**src/rtl/pipe_ctrl_unit.sv**
```systemverilog
// pipe_ctrl_unit: hazard detection, EX operand forwarding and run/step/halt/drain
// control for the 5-stage MIPS pipeline.
// Optional feature macro: PIPE_CTRL_STALL_CNT_EN (builds the load-use stall counter).
module pipe_ctrl_unit #(
  parameter int unsigned REG_ADDR_W  = 5,
  parameter int unsigned CNT_WIDTH   = 32,
  parameter int unsigned DRAIN_DEPTH = 3
) (
  input  logic                  i_clock,
  input  logic                  i_reset,
  input  logic                  i_loading,
  input  logic                  i_run,
  input  logic                  i_step,
  input  logic                  i_halt_instr,
  input  logic                  i_branch_taken,
  input  logic [REG_ADDR_W-1:0] i_id_rs,
  input  logic [REG_ADDR_W-1:0] i_id_rt,
  input  logic [REG_ADDR_W-1:0] i_ex_rs,
  input  logic [REG_ADDR_W-1:0] i_ex_rt,
  input  logic                  i_ex_memread,
  input  logic [REG_ADDR_W-1:0] i_mem_rd,
  input  logic                  i_mem_regwrite,
  input  logic [REG_ADDR_W-1:0] i_wb_rd,
  input  logic                  i_wb_regwrite,
  output logic [1:0]            o_fwd_a,
  output logic [1:0]            o_fwd_b,
  output logic                  o_pc_en,
  output logic                  o_if_id_en,
  output logic                  o_if_id_flush,
  output logic                  o_id_ex_flush,
  output logic                  o_pipe_en,
  output logic [2:0]            o_state,
  output logic                  o_halted,
  output logic [CNT_WIDTH-1:0]  o_cycle_count,
  output logic [CNT_WIDTH-1:0]  o_stall_count
);

  typedef enum logic [2:0] {
    ST_IDLE   = 3'd0,
    ST_LOAD   = 3'd1,
    ST_RUN    = 3'd2,
    ST_STEP   = 3'd3,
    ST_DRAIN  = 3'd4,
    ST_HALTED = 3'd5
  } state_t;

  localparam int unsigned DRAIN_W = (DRAIN_DEPTH > 1) ? $clog2(DRAIN_DEPTH) : 1;
  localparam logic [DRAIN_W-1:0] DRAIN_INIT = DRAIN_W'(DRAIN_DEPTH - 1);

  localparam logic [1:0] FWD_REG = 2'b00;
  localparam logic [1:0] FWD_WB  = 2'b01;
  localparam logic [1:0] FWD_MEM = 2'b10;

  state_t               r_state;
  state_t               w_state_nxt;
  logic [DRAIN_W-1:0]   r_drain_cnt;
  logic [DRAIN_W-1:0]   w_drain_nxt;
  logic [CNT_WIDTH-1:0] r_cycle_count;

  logic w_stall;
  logic w_load_entry;
  logic w_pc_en;
  logic w_if_id_en;
  logic w_if_id_flush;
  logic w_id_ex_flush;
  logic w_pipe_en;
  logic [1:0] w_fwd_a;
  logic [1:0] w_fwd_b;

  // Load-use hazard: a load in EX writes a register the ID instruction reads
  assign w_stall = i_ex_memread && (i_ex_rt != '0) &&
                   ((i_ex_rt == i_id_rs) || (i_ex_rt == i_id_rt));

  // Operand A forwarding select, MEM has priority over WB, r0 never forwarded
  always_comb begin
    w_fwd_a = FWD_REG;
    if (i_mem_regwrite && (i_mem_rd != '0) && (i_mem_rd == i_ex_rs)) begin
      w_fwd_a = FWD_MEM;
    end else if (i_wb_regwrite && (i_wb_rd != '0) && (i_wb_rd == i_ex_rs)) begin
      w_fwd_a = FWD_WB;
    end
  end

  // Operand B forwarding select, same priority rules on rt
  always_comb begin
    w_fwd_b = FWD_REG;
    if (i_mem_regwrite && (i_mem_rd != '0) && (i_mem_rd == i_ex_rt)) begin
      w_fwd_b = FWD_MEM;
    end else if (i_wb_regwrite && (i_wb_rd != '0) && (i_wb_rd == i_ex_rt)) begin
      w_fwd_b = FWD_WB;
    end
  end

  // State and drain counter registers
  always_ff @(posedge i_clock or negedge i_reset) begin
    if (!i_reset) begin
      r_state     <= ST_IDLE;
      r_drain_cnt <= '0;
    end else begin
      r_state     <= w_state_nxt;
      r_drain_cnt <= w_drain_nxt;
    end
  end

  // Next-state and pipeline enable decode
  always_comb begin
    w_state_nxt   = r_state;
    w_drain_nxt   = r_drain_cnt;
    w_pc_en       = 1'b0;
    w_if_id_en    = 1'b0;
    w_if_id_flush = 1'b0;
    w_id_ex_flush = 1'b0;
    w_pipe_en     = 1'b0;
    case (r_state)
      ST_IDLE: begin
        if (i_loading) begin
          w_state_nxt = ST_LOAD;
        end else if (i_run) begin
          w_state_nxt = ST_RUN;
        end else if (i_step) begin
          w_state_nxt = ST_STEP;
        end
      end
      ST_LOAD: begin
        if (!i_loading) begin
          w_state_nxt = ST_IDLE;
        end
      end
      ST_RUN, ST_STEP: begin
        w_pipe_en = 1'b1;
        if (w_stall) begin
          w_id_ex_flush = 1'b1;
        end else begin
          w_pc_en       = !i_halt_instr;
          w_if_id_en    = 1'b1;
          w_if_id_flush = i_branch_taken;
        end
        if (i_halt_instr && !w_stall) begin
          w_state_nxt = ST_DRAIN;
          w_drain_nxt = DRAIN_INIT;
        end else if (r_state == ST_STEP) begin
          w_state_nxt = ST_IDLE;
        end
      end
      ST_DRAIN: begin
        w_if_id_en    = 1'b1;
        w_if_id_flush = 1'b1;
        w_id_ex_flush = 1'b1;
        w_pipe_en     = 1'b1;
        if (r_drain_cnt == '0) begin
          w_state_nxt = ST_HALTED;
        end else begin
          w_drain_nxt = r_drain_cnt - DRAIN_W'(1);
        end
      end
      ST_HALTED: begin
        if (i_loading) begin
          w_state_nxt = ST_LOAD;
        end
      end
      default: begin
        w_state_nxt = ST_IDLE;
      end
    endcase
  end

  assign w_load_entry = (w_state_nxt == ST_LOAD) && (r_state != ST_LOAD);

  // Saturating count of cycles in which the back end advanced
  always_ff @(posedge i_clock or negedge i_reset) begin
    if (!i_reset) begin
      r_cycle_count <= '0;
    end else if (w_load_entry) begin
      r_cycle_count <= '0;
    end else if (w_pipe_en && (r_cycle_count != '1)) begin
      r_cycle_count <= r_cycle_count + CNT_WIDTH'(1);
    end
  end

`ifdef PIPE_CTRL_STALL_CNT_EN
  logic [CNT_WIDTH-1:0] r_stall_count;
  logic                 w_stall_inc;

  assign w_stall_inc = ((r_state == ST_RUN) || (r_state == ST_STEP)) && w_stall;

  // Saturating count of load-use bubbles inserted
  always_ff @(posedge i_clock or negedge i_reset) begin
    if (!i_reset) begin
      r_stall_count <= '0;
    end else if (w_load_entry) begin
      r_stall_count <= '0;
    end else if (w_stall_inc && (r_stall_count != '1)) begin
      r_stall_count <= r_stall_count + CNT_WIDTH'(1);
    end
  end

  assign o_stall_count = r_stall_count;
`else
  assign o_stall_count = '0;
`endif

  assign o_fwd_a       = w_fwd_a;
  assign o_fwd_b       = w_fwd_b;
  assign o_pc_en       = w_pc_en;
  assign o_if_id_en    = w_if_id_en;
  assign o_if_id_flush = w_if_id_flush;
  assign o_id_ex_flush = w_id_ex_flush;
  assign o_pipe_en     = w_pipe_en;
  assign o_state       = r_state;
  assign o_halted      = (r_state == ST_HALTED);
  assign o_cycle_count = r_cycle_count;

endmodule

```
**config.mk**
```make
export PLATFORM = sky130hd
export DESIGN_NAME = pipe_ctrl_unit
export DESIGN_NICKNAME = d
export VERILOG_FILES = /design/src/rtl/pipe_ctrl_unit.sv
export SDC_FILE = /design/constraint.sdc
export NUM_CORES = 1
export LEC_CHECK = 0
export CAP_MARGIN = 10
export CORE_MARGIN = 2
export CORE_UTILIZATION = 39
export DETAILED_ROUTE_END_ITERATION = 6
export MAX_ROUTING_LAYER = met4
export PLACE_DENSITY = 0.89
export SETUP_SLACK_MARGIN = 0.5
export SLEW_MARGIN = 20
export SYNTH_ARGS = -nofsm -noshare
export SYNTH_HDL_FRONTEND = slang
export SYNTH_SLANG_ARGS = --single-unit
```
**constraint.sdc**
```tcl
create_clock -name i_clock -period 2.45 [get_ports i_clock]
set_clock_uncertainty 0.15 [all_clocks]
set_input_delay 0.245 -clock i_clock [delete_from_list [all_inputs] [get_ports i_clock]]
set_output_delay 0.245 -clock i_clock [all_outputs]
set_load 0.02 [all_outputs]
```
==> summary.md, run 1 <==
The critical path arrival is 2470 ps, and the H-tree level count is 2. Dividing the detail-routed wire length by the instance count gives 17.6 um. The critical path goes through or3b_4 -> a211o_1 -> or4_4 -> or3_1 -> a21oi_1. The number of hold violations in the final report is 0.

The floorplan has 30 rows. In the routed layout, each cell is associated on average with a via count of 5.68. The worst path meets setup with 51.3 ps of slack. In this run the worst hold path is classified as in -> async. The worst setup path is launched from a register. The overall die area came out at 7550 um^2. The detailed router placed 3011 vias in this run.

In the routed design, unresolved DRC markers number 0. The longest clock path from root to sink contains 2 buffers. The Yosys warning count is 0. The number of nets with antenna violations after routing was 0. For this block, the routed nets add up to 9.30 mm of wire. The mapped cell area is 2680 um^2. The startpoint-to-endpoint class of the critical path is reg -> reg. The critical-path cell with the highest stage delay was sky130_fd_sc_hd__or4_4. STA classifies the critical path endpoint as a register.

Summed over all cells, the static leakage comes to 1.82 nW. Along the worst path, the maximum fanout reaches 6. CTS root buffer: sky130_fd_sc_hd__clkbuf_8. The cell count after synthesis came out at 318. The max-slew violation count was 0.

The logs give 212 for the violation count after the first detailed-routing iteration and 300 ps for the clock latency at the later pin of the worst-skew pair. Number of buffers inserted during clock tree synthesis: 5. The routability-driven placement congestion ratio is 0.832, and the antenna diode instance count is 0. The die boundary height is 86.9 um. The area of all placed cells without fillers is 4310 um^2.

Timing would allow up to 417 MHz. Combined global-route utilization of all metal layers: 21.9%. The first detailed-routing pass took 5 iterations. Of the cells placed in the final design, the portion with a size suffix greater than 1 is 33.3%. The via count of the first global-routing pass is 2820, and the highest ir drop seen on vdd is 0.000399 V.

The tools report the boundary pin count as 117. In this design, the largest share of critical-path delay is due to simple AND/OR/NAND/NOR gates. The net total in the final layout is 491, and the global-route wire length before repair is 12.7 mm. Counting flops and latches in the post-synthesis netlist gives 37. TritonCTS built the clock tree. The run gives 0 as the initial antenna violation count. The logs give 3730 um^2 for the post-place instance area and 0 for the global route total overflow. Setup repair after global routing could not meet its margin everywhere.

The share of synthesized area in the top cell type comes to 34.6%. In this run, distinct cell masters in the synthesized netlist total 41. The slew at the pin with the worst max-slew slack came out at 608 ps.

After clock tree synthesis, the clock-pin slew on the worst setup and hold paths is 80 ps. A synthesized cell averages 8.42 um^2. Sequential elements use 34.6% of the synthesized area. In the synthesized netlist, the cells that appear most often are 37 x sky130_fd_sc_hd__dfrtp_1, 32 x sky130_fd_sc_hd__buf_4, 24 x sky130_fd_sc_hd__nand2_1, 22 x sky130_fd_sc_hd__o21ai_0. The tools report the multi-input logic area as 1900 um^2. For the largest net degree at the start of global routing, the log shows 38. The count of buffering cells on the critical path with inverters included is 0.

At the placement stage, the worst setup path has a slack of -433 ps. The largest total area in the synthesized netlist belongs to sky130_fd_sc_hd__dfrtp_1. Of all flip-flops after synthesis, the portion carrying an async set or reset was 100%. Buffers placed on the I/O ports in this run total 84. Measured against its own limit, the worst slew margin works out to 59.3%. The run finished with clean final reports. sky130_fd_sc_hd__dfrtp_1 is the most common cell in the netlist. The run gives 37 as the total number of clock tree sinks. Setup violations remaining at the end of the flow were counted as 0. The area growth from synthesis to layout was 61.0%; the core footprint was 6720 um^2. The post-DP HPWL is 5.65 mm, and the number of filler cells placed in the layout is 494. Yosys attributes the largest share of cell area to sky130_fd_sc_hd__dfrtp_1 35%, sky130_fd_sc_hd__buf_4 9.0%, sky130_fd_sc_hd__xnor2_1 6.5%, sky130_fd_sc_hd__xor2_1 4.9%, sky130_fd_sc_hd__o21ai_0 4.1%. The main flop type after synthesis was sky130_fd_sc_hd__dfrtp_1. STA puts the critical path data required time at 2520 ps.

The logs give 0 for the number of violations of the max-capacitance limit and 39.9% for the starting utilization of the core area. The number of flops mapped to enable cells by yosys came out at 0. The die is 86.9 um wide. Dividing total power by cell area gives a power density of 590 nW/um^2. Subtracting the final worst setup slack from the clock period gives 2400 ps.

For the footprint of the flip-flops and latches, the log shows 931 um^2. The share of the cycle needed by the critical path after routing is 97.9%, and the critical path's largest stage delay is 480 ps.
[flip-flops by register name, indices dropped and copies added, names as in the netlist]
name	cells
o_cycle_count	32
r_drain_cnt	2
o_state	3
[cell families after synthesis]
logic type / synth area share, %
adders and majority gates: 0.934
xor gates and xnor gates: 11.4
muxes: 0.747
buffers and inverters: 13.1
AOI/OAI and AO/OA: 16.9
and+or+nand+nor: 22.2
DFF: 34.6
other: 0.140
[power breakdown]
part	switching (W)	internal, W	total (W)
registers	0.0000540	0.000675	0.000729
clock network	0.000233	0.000332	0.000565
logic	0.000753	0.000497	0.00125
total	0.00104	0.00150	0.00254
[routing by layer]
| metal | GRT usage, % | vias up | routed length, um |
|---|---|---|---|
| met5 | - | - | 0 |
| met4 | 11.1 | 0 | 456 |
| met3 | 3.51 | 47 | 480 |
| met2 | 37.0 | 152 | 4880 |
| met1 | 25.0 | 1469 | 3490 |
| li1 | - | 1343 | - |
[what timing repair did]
item	4_1_cts	5_1_grt
pin swaps	31	24
endpoints found under the setup margin	34	39
gates resized for setup	125	71
gates cloned	0	2
hold buffers	0	0
buffers inserted	15	7
hold endpoints to repair	0	0
[path summary, 6_finish.rpt]
check,depth (start not counted),start,end,slack [ps]
hold reg to reg,1,r_drain_cnt[1],r_drain_cnt[1],370
setup reg to reg,5,o_state[2],o_cycle_count[30],50
max in group asynchronous,2,i_reset,o_cycle_count[14],1560
hold / removal,2,i_reset,o_state[1],210
min in group i_clock,1,r_drain_cnt[1],r_drain_cnt[1],370
setup / recovery,5,o_state[2],o_cycle_count[30],50
[cell type report]
cell class	count	area share (%)
timing repair buffer	139	28.5
clock inverter	1	0.696
clock buffer	7	2.00
multi-input combinational	257	44.1
tap	80	2.32
sequential	37	21.6
inverter	9	0.783
[stage by stage]
stage          cells  util [%]  TNS [ps]  hold slack (ps)  power, W
2_1_floorplan    349         -      -160             -201   0.00146
3_3_place_gp     498      55.6     -1880              338   0.00180
3_5_place_dp     498      55.6     -2280              347   0.00184
4_1_cts          521      60.5         0              248   0.00242
5_1_grt          530      64.2     -48.8              269   0.00265
6_report         530      64.2         0              213   0.00254
[layout by cell type (no fill, tap or decap), types with 3 or more instances in the layout]
master	n
sky130_fd_sc_hd__a21oi_1	6
sky130_fd_sc_hd__a21oi_2	11
sky130_fd_sc_hd__a31o_2	6
sky130_fd_sc_hd__a31oi_1	3
sky130_fd_sc_hd__and2_1	3
sky130_fd_sc_hd__buf_2	6
sky130_fd_sc_hd__buf_4	46
sky130_fd_sc_hd__buf_6	18
sky130_fd_sc_hd__clkbuf_2	6
sky130_fd_sc_hd__clkbuf_8	6
sky130_fd_sc_hd__clkdlybuf4s15_1	7
sky130_fd_sc_hd__clkdlybuf4s50_1	45
sky130_fd_sc_hd__conb_1	32
sky130_fd_sc_hd__dfrtp_1	33
sky130_fd_sc_hd__dfrtp_2	4
sky130_fd_sc_hd__dlygate4sd2_1	10
sky130_fd_sc_hd__inv_1	9
sky130_fd_sc_hd__nand2_1	23
sky130_fd_sc_hd__nand3_1	15
sky130_fd_sc_hd__nand4_1	8
sky130_fd_sc_hd__nor2_1	18
sky130_fd_sc_hd__nor4_4	5
sky130_fd_sc_hd__o211ai_1	5
sky130_fd_sc_hd__o21ai_0	17
sky130_fd_sc_hd__o31ai_1	5
sky130_fd_sc_hd__or3_1	9
sky130_fd_sc_hd__or3_4	4
sky130_fd_sc_hd__or4_4	6
sky130_fd_sc_hd__xnor2_1	13
sky130_fd_sc_hd__xnor2_2	7
sky130_fd_sc_hd__xor2_1	15
No activity file was read; power rests on OpenSTA's default activity.
==> run 2: changes to the inputs <==
Settings changed: ABC_AREA set to 1, CORE_UTILIZATION 39 to 40, PLACE_DENSITY 0.89 to 0.86.
==> run 2 against run 1 <==
  * Worst hold slack better by 150 ps
  * Fmax is 20% higher
  * Synthesized cell count is 62% higher
  * First-iteration DRC count is 120% higher
==> summary.md, run 2 <==
The clock group share of total power is 15.1% (-7.1 points), and the worst setup slack before clock tree synthesis is -164 ps (+269 ps). The starting utilization of the core area was 41.2% (+1.3 points); the worst setup margin was 456 ps (+405 ps). The tools report the final standard cell utilization of the core as 58.1% (-6.1 points). The logs give 0 (unchanged) for the antenna diode instance count and 0 (unchanged) for the number of hold violations in the final report.

The switching power share of the total works out to 49.9% (+9.0 points). The number of standard-cell rows in the floorplan was 33 (+10%). The mapped cell area came out at 3370 um^2 (+26%).

The tools report the highest ir drop seen on vdd as 0.000590 V (+48%). STA classifies the critical path endpoint as a register. The share of async-settable or async-resettable flops after synthesis works out to 100% (unchanged). The die boundary height was 95.8 um (+10%); the Yosys warning count was 0 (unchanged). The number of flops mapped to enable cells by yosys was 0 (unchanged).

The run gives 2 (unchanged) as the H-tree level count. The global-route wire length before repair was 15.7 mm (+23%). The tools report the routability-driven placement congestion ratio as 1.01 (+21%). Setup repair after global routing could not meet its margin everywhere. The main flop type after synthesis is sky130_fd_sc_hd__dfrtp_1. The number of filler cells placed in the layout was 721 (+46%); the max-slew violation count was 0 (unchanged). The clock transition time at the flip-flop clock pins of the worst setup and hold paths is 80 ps (about the same).

The number of input and output port buffers inserted is 84 (unchanged). The area growth from synthesis to layout is 41.1%. The maximum frequency from static timing analysis is 502 MHz (+20%). The synthesized instance count was 515 (+62%).

The tools report the post-DP HPWL as 7.35 mm (+30%). The boundary pin count was 117 (unchanged). The net total in the final layout came out at 675 (+37%). The logs give 468 (+120%) for the violation count after the first detailed-routing iteration and 2 (unchanged) for the maximum buffer depth of the clock tree.

Critical path's largest stage delay: 450 ps (-30 ps). The net switching power figure was 0.00184 W (+77%); the required time reported for the critical path endpoint was 2520 ps (about the same). Setup TNS after final layout: 0 ps (unchanged).

The internal power summed over all cells came out at 0.00185 W (+23%). The number of vias per cell after detailed routing was 5.13 (-9.7%); the flip-flop count of the largest register, all copies and words added was 32 (unchanged). The proportion of netlist area held by the largest area contributor came out at 27.5% (-7.1 points).

For the portion of total power attributed to sequential cells, the log shows 23.8% (-4.9 points). The worst slew margin relative to its limit came out at 43.7% (-16 points). The library cell used most frequently in the layout, excluding fill and tap cells, is sky130_fd_sc_hd__nand2_1. The final critical-path required period was 1990 ps (-405 ps). The global route total overflow was 0 (unchanged). The flow ran to the end, and the final reports show no timing, DRC or antenna violations. The run gives 22.3% (+0.41 points) as the combined global-route utilization of all metal layers. In this run the clock root is driven by a sky130_fd_sc_hd__clkbuf_8. Via count: 3793 (+26%). The final routed wire length divided by cell count was 14.6 um (-17%). The critical path arrival was 2070 ps (-400 ps). In the layout the commonest cells are 148 x sky130_fd_sc_hd__nand2_1, 58 x sky130_fd_sc_hd__nor2_1, 55 x sky130_fd_sc_hd__inv_1. The multi-input logic area is 2150 um^2 (+13%). The number of endpoints failing setup at the final stage was 0 (unchanged). The average footprint of a synthesized cell was 6.54 um^2 (-22%); the via count of the first global-routing pass was 3469 (+23%). The clock latency at the later pin of the worst-skew pair is 290 ps (about the same), and the width of the die is 95.8 um (+10%). The run gives 10.8 mm (+16%) as the sum of routed wire length over all layers.

In the post-synthesis netlist, the cell with the most instances is sky130_fd_sc_hd__nand2_1. The logs give 8180 um^2 (+22%) for the core footprint and 0 (unchanged) for the number of nets with antenna violations after routing. Power per unit of standard cell area: 774 nW/um^2 (+31%). The footprint of the flip-flops and latches was 947 um^2 (+1.7%); the combinational fraction of design power was 61.1% (+12 points). The share of the cycle needed by the critical path after routing is 81.4% (-17 points), and the fraction of final layout cells with drive strength greater than 1 is 21.0% (-12 points). The number of violations of the max-capacitance limit is 0 (unchanged). Yosys attributes the largest share of cell area to sky130_fd_sc_hd__dfrtp_1 27%, sky130_fd_sc_hd__nand2_1 17%, sky130_fd_sc_hd__buf_4 7.6%, sky130_fd_sc_hd__nor2_1 7.2%, sky130_fd_sc_hd__nand3_1 7.0%.

The worst setup path is of the reg -> reg kind. The run gives 5 (unchanged) as the number of buffers inserted during clock tree synthesis. The worst setup path is launched from a register. The synthesis-stage register bit count is 37 (unchanged), and the worst-path maximum fanout is 8 (+2). Slew at the pin with the worst max-slew slack: 845 ps (+237 ps). TritonCTS built the clock tree.

For the largest net degree at the start of global routing, the log shows 38 (unchanged). The critical path goes through inv_2 -> nor3_2 -> nand2_1 -> nor2_2 -> nand2_2 -> nand2_4 -> buf_12 -> nand2_8 -> clkinv_8 -> nand2_2 -> o21ai_2. The critical-path cell with the highest stage delay is sky130_fd_sc_hd__dfrtp_2. The logs give 37 (unchanged) for the total number of clock tree sinks and 2.20 nW (+21%) for the static leakage. The post-synthesis sequential area ratio came out at 27.5% (-7.1 points). The initial antenna violation count is 0 (unchanged).

For the final routed DRC violation total, the log shows 0 (unchanged). Type of the tightest min-delay check: reg -> reg. The tools report the count of distinct cell types in the synthesized netlist as 36 (-12%). The number of detailed-routing iterations run before antenna repair came out at 6 (+1). The commonest cells after synthesis are 155 x sky130_fd_sc_hd__nand2_1, 65 x sky130_fd_sc_hd__nor2_1, 57 x sky130_fd_sc_hd__inv_1, 47 x sky130_fd_sc_hd__nand3_1, 37 x sky130_fd_sc_hd__dfrtp_1. The overall die area came out at 9170 um^2 (+21%). Cell with the most instances on the worst path: sky130_fd_sc_hd__nand2_2. The cell taking the most area after synthesis was sky130_fd_sc_hd__dfrtp_1.
## run 2: final timing paths
check	start	to	slack, ps	depth (start not counted)
min in group asynchronous	i_reset	o_cycle_count[18]	440	2
min reg2reg	r_drain_cnt[0]	r_drain_cnt[0]	360	2
max reg2reg	o_cycle_count[23]	o_cycle_count[2]	460	11
max	o_cycle_count[23]	o_cycle_count[2]	460	11
min	r_drain_cnt[0]	r_drain_cnt[0]	360	2
max in group asynchronous	i_reset	o_cycle_count[1]	1120	2
## run 2: critical path: cells and delay by family, from the launching register on
family                 cells  cell delay [ps]
AO/OA/AOI/OAI              1               50
buffers and inverters      3              280
flip-flops                 1              450
AND/OR/NAND/NOR            7              980
## run 2: what timing repair did
item	CTS	global route
pin swaps	7	18
setup endpoints to repair	41	41
buffers inserted	2	14
hold buffers	1	0
gates cloned	4	5
endpoints found under the hold margin	37	0
resized for setup	75	59
## run 2: cell type report
type,instances,share of cell area (%)
Timing Repair inverter,6,2.03
Multi-Input combinational cell,409,45.3
Tap cell,105,2.76
Timing Repair Buffer,114,22.4
Clock inverter,1,0.632
Clock buffer,7,1.82
Inverter,60,5.16
Sequential cell,37,19.9
## run 2: kinds of logic (layout without fill, tap and decap cells)
kind of cell	after synthesis	after routing	synth area share, %
and+or+nand+nor	306	309	39.6
buffers and inverters	103	188	16.5
DFF	37	37	27.5
AOI/OAI and AO/OA	33	33	6.95
xor gates and xnor gates	33	33	8.58
adders and majority gates	2	2	0.743
other	1	32	0.111
## run 2: power groups by stage
stage | sequential [W] | clock [W] | combinational (W)
after floorplan | 0.000950 | 0 | 0.00107
after global placement | 0.000867 | 0 | 0.00147
after detailed placement | 0.000871 | 0 | 0.00151
after CTS | 0.000859 | 0.000561 | 0.00179
after global routing | 0.000887 | 0.000587 | 0.00240
final | 0.000877 | 0.000555 | 0.00225
## run 2: per-layer routing
metal	share of wire [%]	wire (um)	GRT usage, %
met1	38	4150	25.6
met4	3.4	364	8.33
met2	51	5470	39.3
met5	0	0	-
met3	7.6	826	3.37
## run 2: metrics by stage
step	hold WS (ps)	total power [W]	cell area [um^2]	cells
after floorplan	-201	0.00202	3490	546
after detailed placement	240	0.00238	4230	705
after CTS	364	0.00321	4430	720
final	359	0.00368	4750	739
after global routing	394	0.00387	4750	739
after global placement	229	0.00234	4230	705
==> run 3: changes to the inputs <==
Settings changed: PLACE_DENSITY 0.86 to 0.83.
Clock period 2.45 ns to 2 ns, I/O delays scaled along.
==> run 3 against run 2 <==
  * Design area grew 13%
  * Cell count grew 6.1%
  * Critical path depth is the same
  * Fmax grew 7.4%
  * Clock-buffer cell count grew 1
  * First-iteration DRC count shrank 33%
  * Worst hold slack lost 120 ps
  * Critical path type unchanged
==> summary.md, run 3 (synthesis results as in run 2) <==
The flow ran to the end, and the final reports show no timing, DRC or antenna violations. The type of the tightest min-delay check is in -> async. The violation count after the first detailed-routing iteration is 313 (-33%), and the post-DP HPWL is 7.78 mm (+5.8%). The core footprint came out at 8180 um^2 (unchanged).

The area of all placed cells without fillers came out at 5360 um^2 (+13%). The maximum buffer depth of the clock tree was 2 (unchanged); the largest net degree at the start of global routing was 42 (+11%). The flip-flop count of the largest register, all copies and words added is 32 (unchanged). The worst-path maximum fanout is 10 (+2), and the overall power of the completed layout is 0.00477 W (+30%).

The net total in the final layout is 720 (+6.7%), and the number of vias per cell after detailed routing is 5.15 (+0.27%). The static leakage was 2.59 nW (+18%). The setup path with the least slack is of type reg -> reg.

The routability-driven placement congestion ratio was 0.981 (-2.5%); the final routed DRC violation total was 0 (unchanged). The overall die area is 9170 um^2 (unchanged), and the fraction of final layout cells with drive strength greater than 1 is 38.9% (+18 points). The die boundary height was 95.8 um (unchanged); the post-place instance area was 4540 um^2 (+7.2%). The tightest hold margin came out at 237 ps (-123 ps).

Critical path's largest stage delay: 460 ps (about the same). The logs give 0 (unchanged) for the max-slew violation count and 0 (unchanged) for the global route total overflow. The area growth from synthesis to layout is 59.1%, and the number of endpoints failing setup at the final stage is 0 (unchanged).

Highest ir drop seen on vdd: 0.000864 V (+46%). The number of violations of the max-capacitance limit was 0 (unchanged). The run gives 300 ps (about the same) as the clock latency at the later pin of the worst-skew pair. Critical-path cell with the highest stage delay: sky130_fd_sc_hd__dfrtp_2.

The tools report the critical path arrival as 1910 ps (-160 ps). The initial antenna violation count is 0 (unchanged). The tree is rooted in a sky130_fd_sc_hd__clkbuf_8. The power per unit of standard cell area came out at 890 nW/um^2 (+15%).

The run gives 24.4% (+2.1 points) as the combined global-route utilization of all metal layers. The worst setup path is captured at a register. The run gives 37 (unchanged) as the total number of clock tree sinks. The final routed wire length divided by cell count is 15.3 um (+4.5%). The signal on the critical path passes through nor2_4 -> buf_6 -> nand2_8 -> buf_6 -> nand2_4 -> nand2_4 -> nand2_8 -> buf_12 -> clkinv_16 -> nand2_1 -> nand2_1. The final critical-path required period works out to 1860 ps (-137 ps). The tools report the maximum frequency from static timing analysis as 538 MHz (+7.4%). The boundary pin count is 117 (unchanged). The required time reported for the critical path endpoint came out at 2050 ps (-470 ps).

The number of nets with antenna violations after routing was 0 (unchanged); the width of the die was 95.8 um (unchanged). The final standard cell utilization of the core came out at 65.5% (+7.4 points). The logs give 3729 (+7.5%) for the via count of the first global-routing pass and 17.3 mm (+10%) for the global-route wire length before repair. The antenna diode instance count was 0 (unchanged); the number of detailed-routing iterations run before antenna repair was 5 (-1). Most common cell after layout, fill and taps aside: sky130_fd_sc_hd__nand2_1. The number of buffers inserted during clock tree synthesis came out at 5 (unchanged). Clock transition time at the flip-flop clock pins of the worst setup and hold paths: 80 ps (about the same). The number of hold violations in the final report is 0 (unchanged). Setup repair after global routing could not meet its margin everywhere. For the via count, the log shows 4035 (+6.4%). The H-tree level count was 2 (unchanged); the starting utilization of the core area was 41.2% (unchanged). The number of input and output port buffers inserted is 84 (unchanged). Startpoint class of the critical path: a register.

TritonCTS built the clock tree. The setup TNS after final layout is 0 ps (unchanged), and the number of standard-cell rows in the floorplan is 33 (unchanged). In the layout the commonest cells are 126 x sky130_fd_sc_hd__nand2_1, 66 x sky130_fd_sc_hd__buf_4, 48 x sky130_fd_sc_hd__inv_1. The sum of routed wire length over all layers is 12.0 mm (+11%), and the share of the cycle needed by the critical path after routing is 92.9% (+11 points).
## run 3: changes by cell type in the layout (fill, tap and decap cells not counted), moves of 13 or more
cell and change:
sky130_fd_sc_hd__buf_6 +25, sky130_fd_sc_hd__clkdlybuf4s50_1 -41, sky130_fd_sc_hd__nand2_1 -22, sky130_fd_sc_hd__clkbuf_2 +13, sky130_fd_sc_hd__nand2_2 +17, sky130_fd_sc_hd__buf_4 +36, sky130_fd_sc_hd__clkdlybuf4s15_1 +14
## run 3: area by class of cell
cell class                 instances  area, um^2
inverter                          60         251
timing repair buffer             166        1460
timing repair inverter             2        50.0
sequential                        37         932
fill                             642        2820
multi-input combinational        406        2450
tap                              105         131
clock buffer                       8        80.1
## run 3: final timing paths
check,startpoint,to,slack [ps],cells after the start
worst max-delay path,o_state[1],o_cycle_count[5],140,11
worst min-delay path,i_reset,o_cycle_count[27],240,3
worst max register to register,o_state[1],o_cycle_count[5],140,11
worst min register to register,r_drain_cnt[1],r_drain_cnt[1],380,2
max in group asynchronous,i_reset,o_cycle_count[2],1250,3
min in group i_clock,i_step,o_state[1],370,3
## run 3: power breakdown
part | switching [W] | leakage [nW] | internal [W]
Sequential | 0.000144 | 0.500 | 0.000888
Clock | 0.000286 | 0.0395 | 0.000248
Combinational | 0.00193 | 2.05 | 0.00127
Total | 0.00236 | 2.59 | 0.00240
## run 3: per-layer routing
layer / global-route usage (%) / vias up / share of wire, %
met2: 41.7 / 231 / 50
met4: 6.90 / 0 / 2.5
met3: 3.52 / 36 / 8.0
met5: - / - / 0
li1: - / 1869 / -
met1: 30.0 / 1899 / 39
## run 3: worst max-delay path: cells and delay by family, from the launching register on
| family | cells | cell delay [ps] |
|---|---|---|
| buf+inv | 4 | 510 |
| simple gates | 7 | 630 |
| flops | 1 | 460 |
## run 3: metrics by stage
step | worst slack, ps | instances
floorplan | 181 | 546
global placement | -372 | 736
detailed placement | -453 | 736
CTS | 245 | 764
global route | 93.8 | 784
finish | 143 | 784
## run 3: timing repair
action / in CTS / in global routing
gates cloned: 0 / 3
hold buffers: 1 / 0
endpoints found under the hold margin: 37 / 0
gates resized for setup: 268 / 123
buffers inserted: 19 / 17
endpoints found under the setup margin: 81 / 69
pin swaps: 27 / 50
